File: src/rtl/rf_reader.sv
// rf_reader: sequential read-back engine for the register file.
//
// On an accepted start it walks every register two at a time through the
// two combinational read ports. Each fetched pair is snapshotted into buf0
// and buf1 and then streamed as two valid/ready beats. A wrapping sum of
// all accepted beats is kept for the current or most recent sweep.
//
// Ports:
//   clk        rising-edge clock
//   reset      synchronous, active-high reset
//   start      begin a sweep (sampled only in IDLE)
//   rn1, rn2   read addresses to the register file (held outside FETCH)
//   rd1, rd2   read data from the register file (combinational from rn1/rn2)
//   out_valid  beat available on out_data/out_idx
//   out_ready  sink accepts the beat
//   out_data   register value of the current beat
//   out_idx    register number of the current beat
//   busy       sweep in progress (FETCH/SEND0/SEND1)
//   done       one-cycle pulse after the last beat is accepted
//   sum        wrapping sum of accepted beats
module rf_reader #(
    parameter int NREG = 32,
    parameter int AW   = 5,
    parameter int DW   = 32
) (
    input  logic          clk,
    input  logic          reset,
    input  logic          start,
    output logic [AW-1:0] rn1,
    output logic [AW-1:0] rn2,
    input  logic [DW-1:0] rd1,
    input  logic [DW-1:0] rd2,
    output logic          out_valid,
    input  logic          out_ready,
    output logic [DW-1:0] out_data,
    output logic [AW-1:0] out_idx,
    output logic          busy,
    output logic          done,
    output logic [DW-1:0] sum
);

    typedef enum logic [2:0] {
        IDLE,
        FETCH,
        SEND0,
        SEND1,
        DONE
    } state_t;

    // Base address of the final register pair in the sweep.
    localparam logic [AW-1:0] LAST = AW'(NREG - 2);

    state_t        state;
    logic [AW-1:0] base;
    logic [DW-1:0] buf0;
    logic [DW-1:0] buf1;

    // All outputs are registered here. The read addresses are loaded on
    // the transition into FETCH, so they are valid for the whole FETCH
    // cycle and simply hold their value afterwards.
    always_ff @(posedge clk) begin
        // NOTE: non-blocking assignments keep every register update in this
        // block reading pre-edge values, so ordering inside the block is free.
        if (reset) begin
            state     <= IDLE;
            base      <= '0;
            buf0      <= '0;
            buf1      <= '0;
            rn1       <= '0;
            rn2       <= '0;
            out_valid <= 1'b0;
            out_data  <= '0;
            out_idx   <= '0;
            busy      <= 1'b0;
            done      <= 1'b0;
            sum       <= '0;
        end else begin
            done <= 1'b0;
            case (state)
                IDLE: begin
                    if (start) begin
                        base  <= '0;
                        sum   <= '0;
                        rn1   <= '0;
                        rn2   <= AW'(1);
                        busy  <= 1'b1;
                        state <= FETCH;
                    end
                end
                FETCH: begin
                    // Snapshot both registers; later rf writes do not
                    // affect the beats of this pair.
                    buf0      <= rd1;
                    buf1      <= rd2;
                    out_valid <= 1'b1;
                    out_data  <= rd1;
                    out_idx   <= base;
                    state     <= SEND0;
                end
                SEND0: begin
                    if (out_ready) begin
                        sum      <= sum + buf0;
                        out_data <= buf1;
                        out_idx  <= base + AW'(1);
                        state    <= SEND1;
                    end
                end
                SEND1: begin
                    if (out_ready) begin
                        sum       <= sum + buf1;
                        out_valid <= 1'b0;
                        if (base == LAST) begin
                            busy  <= 1'b0;
                            done  <= 1'b1;
                            state <= DONE;
                        end else begin
                            base  <= base + AW'(2);
                            rn1   <= base + AW'(2);
                            rn2   <= base + AW'(3);
                            state <= FETCH;
                        end
                    end
                end
                DONE: begin
                    state <= IDLE;
                end
                default: begin
                    state <= IDLE;
                end
            endcase
        end
    end

endmodule

File: config.mk
export PLATFORM = sky130hd
export DESIGN_NAME = rf_reader
export DESIGN_NICKNAME = d
export VERILOG_FILES = /design/src/rtl/rf_reader.sv
export SDC_FILE = /design/constraint.sdc
export NUM_CORES = 1
export LEC_CHECK = 0
export BUFFER_PORTS_ARGS = -buffer_cell sky130_fd_sc_hd__buf_2
export CAP_MARGIN = 20
export CORE_ASPECT_RATIO = 1.1
export CORE_MARGIN = 4
export CORE_UTILIZATION = 30
export DETAILED_ROUTE_END_ITERATION = 10
export PLACE_DENSITY_LB_ADDON = 0.25
export SLEW_MARGIN = 25
export SYNTH_ARGS = -nofsm -noshare
export SYNTH_HDL_FRONTEND = slang
export SYNTH_SLANG_ARGS = --single-unit
File: constraint.sdc
create_clock -name clk -period 3.3 [get_ports clk]
set_input_delay 0.495 -clock clk [delete_from_list [all_inputs] [get_ports clk]]
set_output_delay 0.495 -clock clk [all_outputs]
set_load 0.05 [all_outputs]
== Yosys cells after proc, flatten, opt, wreduce, memory -nomap -nowiden ==
Cells that the tools add are included.
Storage, ports and cells
  register bits after elaboration: 149
  output and inout bits: 82
Cells by class
  eq/ne operators: 9
  add/sub/neg operators: 5
  muxes and demuxes: 28
  reductions and logical operators: 12
  bitwise gates (word level): 2
Operator list (number)
  two-way mux 32 bit: 4
  one-hot mux 32 bit (3 select lines): 1
  adder 32 bit: 2
  one-hot mux 32 bit (2 select lines): 1
  two-way mux 5 bit: 7
  one-hot mux 5 bit (2 select lines): 3
  two-way mux 3 bit: 4
  one-hot mux 3 bit (4 select lines): 1
  AND reduction 4 bit: 3
  adder 5 x 2 -> 5 bit, second input constant: 2
  != test 2 bit, second input constant: 5
  equality test 3 x 2 -> 1 bit, second input constant: 2
  nonzero test 2 bit: 3
  adder 5 x 1 -> 5 bit, second input constant: 1
  equality test 5 bit, second input constant: 1
  two-way mux 1 bit: 5
  one-hot mux 1 bit (2 select lines): 2
  AND reduction 2 bit: 2
  equality test 3 x 1 -> 1 bit, second input constant: 1
  zero test 3 bit: 1
  AND reduction 3 bit: 1
  nonzero test 3 bit: 1
  OR reduction 3 bit: 1
  NOT 1 bit: 2

== Longest topological paths before layout ==
  depth after elaboration: 4
  gate-level depth with buffers: 15
  depth with buffers taken out: 13

== Worst setup path before layout ==
Ideal clock, no wire load.
  path type: reg-to-reg
  start point: register state[2]
  end point: register sum[25]
  buffers on the path: 3
  library setup time: 117 ps
  arrival time: 3266 ps
  setup slack: -83 ps
  cell stages (with the launch flop): 16
  cells stage by stage: dfxtp_1 -> clkbuf_1 -> nor2b_1 -> nand2_1 -> buf_1 -> mux2_2 -> ha_1 -> buf_2 -> nand2_1 -> or4_4 -> o32ai_2 -> nor3b_1 -> o31ai_2 -> a21bo_1 -> xor2_1 -> a22o_1
On the way
  cells in the longest elaborated chain, start to end: 3
  elaborated cells between the ends (all ways): 9
RTL lines
  start, declared: line 53  | state_t state;
  start signal, assigned: line 65  | state <= IDLE;
  start signal, assigned: line 87  | state <= FETCH;
  start signal, assigned: line 98  | state <= SEND0;
  equality test 3 x 2 -> 1 bit / zero test 3 bit (equally long branches): line 79  | case (state)
  != test 2 bit (no source line) / nonzero test 3 bit (equally long branches)
  AND reduction 4 bit (no source line)
  end signal, assigned: line 102  | sum <= sum + buf0;
  end signal, assigned: line 110  | sum <= sum + buf1;
  end, declared: line 39  | output logic [DW-1:0] sum
Several ways; a longest one is shown, not always the timed one.
A chain may end at the register's enable or synchronous reset.

== Worst setup path in the final report ==
  start point: register state[0]
  end point: register sum[28]
The elaborated chain is that of the path after synthesis.

==> impl_metrics.env <==
export IMPL_peakVddDrop_mv=0.310
export IMPL_combPwrFrac=0.190
export IMPL_dp_cells=1330
export IMPL_synth_seq_cells=146
export IMPL_slew_headroom=0.512
export IMPL_cpLargestDelayFamily="simple AND/OR/NAND/NOR gates"
export IMPL_drt_iter0_drc=470
export IMPL_final_common_cell="nand2_1"
export IMPL_maxSlewViolCount=0
export IMPL_clock_fmax_mhz=319
export IMPL_pwr_share_seq=0.398
export IMPL_die_area_um2=27900
export IMPL_critical_path_peak_fanout=14
export IMPL_syn_nets=1017
export IMPL_grtUsageTotal=0.164
export IMPL_power_switching_share=0.298
export IMPL_start_kind="register"
export IMPL_grt_ovfl_total=0
export IMPL_ys_flop_type="dfxtp_1"
export IMPL_cts_tree="built"
export IMPL_postRouteAntennaNets=0
export IMPL_rows=60
export IMPL_grt_pass1_vias=6632
export IMPL_critical_path_arrival_ps=3450
export IMPL_antenna_found_initial=3
export IMPL_async_flop_share=0
export IMPL_initial_core_util=0.307
export IMPL_hold_start="rd2[4]"
export IMPL_clk_pin_slew_ps=60
export IMPL_hold_path_class="in2reg"
export IMPL_grt_pass1_wl_mm=36.6
export IMPL_ys_warn_count=0
export IMPL_setup_slack_ps=165
export IMPL_fin_skew_ps=11.1
export IMPL_cts_hold_buf=0
export IMPL_numClockSinks=146
export IMPL_r2r_cells=13
export IMPL_drc=0
export IMPL_hpwl_mm=17.2
export IMPL_r2r_setup_slack_ps=160
export IMPL_holdPathStages=3
export IMPL_synth_area_um2=7570
export IMPL_switchingPower_mw=1.46
export IMPL_nNetsFinal=1150
export IMPL_worst_pin_slew_ps=729
export IMPL_rsz0062_at_grt="false"
export IMPL_cts_buffer_depth=2
export IMPL_drive_above_1_share=0.243
export IMPL_ios=150
export IMPL_synth_cell_types=57
export IMPL_maxCapViolations=0
export IMPL_reg2reg_from="state[0]"
export IMPL_netlist_instances=907
export IMPL_insertion_delay_ps=420
export IMPL_layout_min_cycle_time_ps=3140
export IMPL_vias=6791
export IMPL_grt_max_degree=66
export IMPL_viasPerCell=4.98
export IMPL_htreeDepth=4
export IMPL_cp_end_kind="register"
export IMPL_routabilityCongestion=0.898
export IMPL_postSynthAreaPerCell_um2=8.35
export IMPL_wire_per_inst_um=17.0
export IMPL_die_x_um=159
export IMPL_crit_buf_inv=1
export IMPL_area_growth_pct=23.4
export IMPL_finalHoldViolCount=0
export IMPL_power_mw=4.91
export IMPL_status="finished, final reports clean"
export IMPL_synth_edf_count=0
export IMPL_io_buffers=148
export IMPL_cts_root_buffer="clkbuf_16"
export IMPL_setup_viol_count_final=0
export IMPL_fin_cells=1364
export IMPL_intPower_mw=3.44
export IMPL_numCtsBuffers=17
export IMPL_leakage_nw=4.01
export IMPL_fp_dieH_um=175
export IMPL_crit_slowest_cell="or3b_1"
export IMPL_reg2reg_to="sum[28]"
export IMPL_slowest_delay_ps=410
export IMPL_core_um2=24700
export IMPL_period_share=0.950
export IMPL_cp_required_ps=3610
export IMPL_crit_chain="nor2b_2 -> nand2_2 -> buf_12 -> mux2_2 -> ha_2 -> nand2_1 -> nor2_1 -> nand3_1 -> o21a_1 -> or3b_1 -> a22oi_1 -> xor2_1 -> a22o_1"
export IMPL_final_cell_mix="nand2_1 (168), buf_2 (147), dfxtp_1 (146), a21oi_1 (109), nor2_1 (74)"
export IMPL_ys_seq_area_frac=0.386
export IMPL_preCtsSetupSlack_ps=98.2
export IMPL_whs_endpoint="buf1[4]"
export IMPL_wirelength_mm=23.2
export IMPL_setup_tns_ps=0
export IMPL_pwr_share_clk=0.412
export IMPL_powerDensity_nw_per_um2=525
export IMPL_crit_type="reg2reg"
export IMPL_drt_pre_antenna_iters=5
export IMPL_fill_cells=2535
-- worst max-delay path by stage --
stage	slack (ps)	cells past startpoint	endpoint	startpoint
floorplan	80	15	sum[25]	state[2]
global placement	90	13	sum[28]	state[0]
detailed placement	100	13	sum[28]	state[0]
CTS	80	13	sum[28]	state[0]
global route	4	13	sum[28]	state[0]
finish	160	13	sum[28]	state[0]
-- worst reg2reg max path: cells and delay by family (launching register included) --
kind | cells | cell delay [ps]
adder cells (fa/ha/maj) | 1 | 380
buffers and inverters | 1 | 160
AO/OA/AOI/OAI | 3 | 650
multiplexers | 1 | 360
flip-flops | 1 | 310
AND/OR/NAND/NOR | 6 | 1080
XOR/XNOR | 1 | 90
-- timing repair --
action	CTS	global route
resized for setup	0	15
setup endpoints to repair	0	12
setup buffers	0	1
endpoints found under the hold margin	0	0
-- area by class of cell --
cell class                      count  area [um^2]  area share
Antenna cell                        3         7.51    0.000803
Multi-Input combinational cell    693         4420       0.473
Sequential cell                   146         2920       0.313
Inverter                           10         37.5     0.00402
Clock inverter                     10          160      0.0171
Tap cell                          310          388      0.0415
Timing Repair Buffer              172          961       0.103
Clock buffer                       20          447      0.0478
-- flip-flops by register name (all words and copies together) (netlist names) --
signal,cells
out_valid,1
buf0,32
out_data,32
rn2,5
out_idx,5
busy,1
base,2
state,3
sum,32
buf1,32
done,1
-- power by group through the flow --
stage | Sequential, mW | Combinational [mW] | Clock (mW)
6_report | 1.95 | 0.932 | 2.02
2_1_floorplan | 2.19 | 0.455 | 0
3_5_place_dp | 1.99 | 0.932 | 0
3_3_place_gp | 1.99 | 0.930 | 0
5_1_grt | 1.97 | 1.02 | 2.14
4_1_cts | 1.96 | 0.934 | 2.07
-- cells by family after synthesis --
group / Yosys count / synth area share
mux: 64 / 0.0897
other cells: 1 / 0.000495
fa+ha+maj: 42 / 0.0704
simple gates: 307 / 0.170
flops: 146 / 0.386
xor+xnor: 31 / 0.0358
buf+inv: 68 / 0.0385
compound gates: 248 / 0.209
-- Yosys cell counts, types with 3 or more instances --
| master | number | area share |
|---|---|---|
| dfxtp_1 | 146 | 0.39 |
| a22oi_1 | 12 | 0.012 |
| nand2b_1 | 4 | 0.0033 |
| a22o_1 | 18 | 0.021 |
| inv_1 | 10 | 0.0050 |
| nand4_1 | 8 | 0.0066 |
| mux2i_1 | 33 | 0.044 |
| a211oi_1 | 34 | 0.034 |
| xnor2_1 | 19 | 0.022 |
| buf_2 | 11 | 0.0073 |
| nor4_1 | 3 | 0.0025 |
| mux2_2 | 31 | 0.046 |
| xor2_1 | 12 | 0.014 |
| o21ai_1 | 10 | 0.0066 |
| o22ai_1 | 3 | 0.0025 |
| nor2_1 | 76 | 0.038 |
| a21boi_1 | 3 | 0.0030 |
| buf_1 | 9 | 0.0045 |
| ha_1 | 41 | 0.068 |
| o21a_1 | 8 | 0.0079 |
| o21ai_0 | 13 | 0.0086 |
| a21o_1 | 15 | 0.015 |
| nor2b_1 | 5 | 0.0041 |
| nand3_1 | 12 | 0.0079 |
| buf_4 | 4 | 0.0040 |
| nand2_1 | 171 | 0.085 |
| and3_1 | 3 | 0.0025 |
| clkbuf_1 | 33 | 0.016 |
| a21oi_1 | 113 | 0.075 |
| nor3_1 | 13 | 0.0086 |
| a31oi_1 | 3 | 0.0025 |
-- stage by stage --
stage | instance area, um^2 | utilization | hold WS, ps
final | 9350 | 0.378 | 314
after global routing | 9350 | 0.378 | 301
after CTS | 9290 | 0.376 | 296
after detailed placement | 8690 | 0.352 | 444
after global placement | 8690 | 0.352 | 439
after floorplan | 7580 | - | 433
-- metal layers --
metal,GRT usage,vias to the layer above,part of all wire
li1,-,3464,-
met1,0.228,3168,0.49
met2,0.260,141,0.46
met3,0.0278,18,0.034
met4,0.0524,0,0.015
met5,0,-,0
No activity file was read; power rests on OpenSTA's default activity.
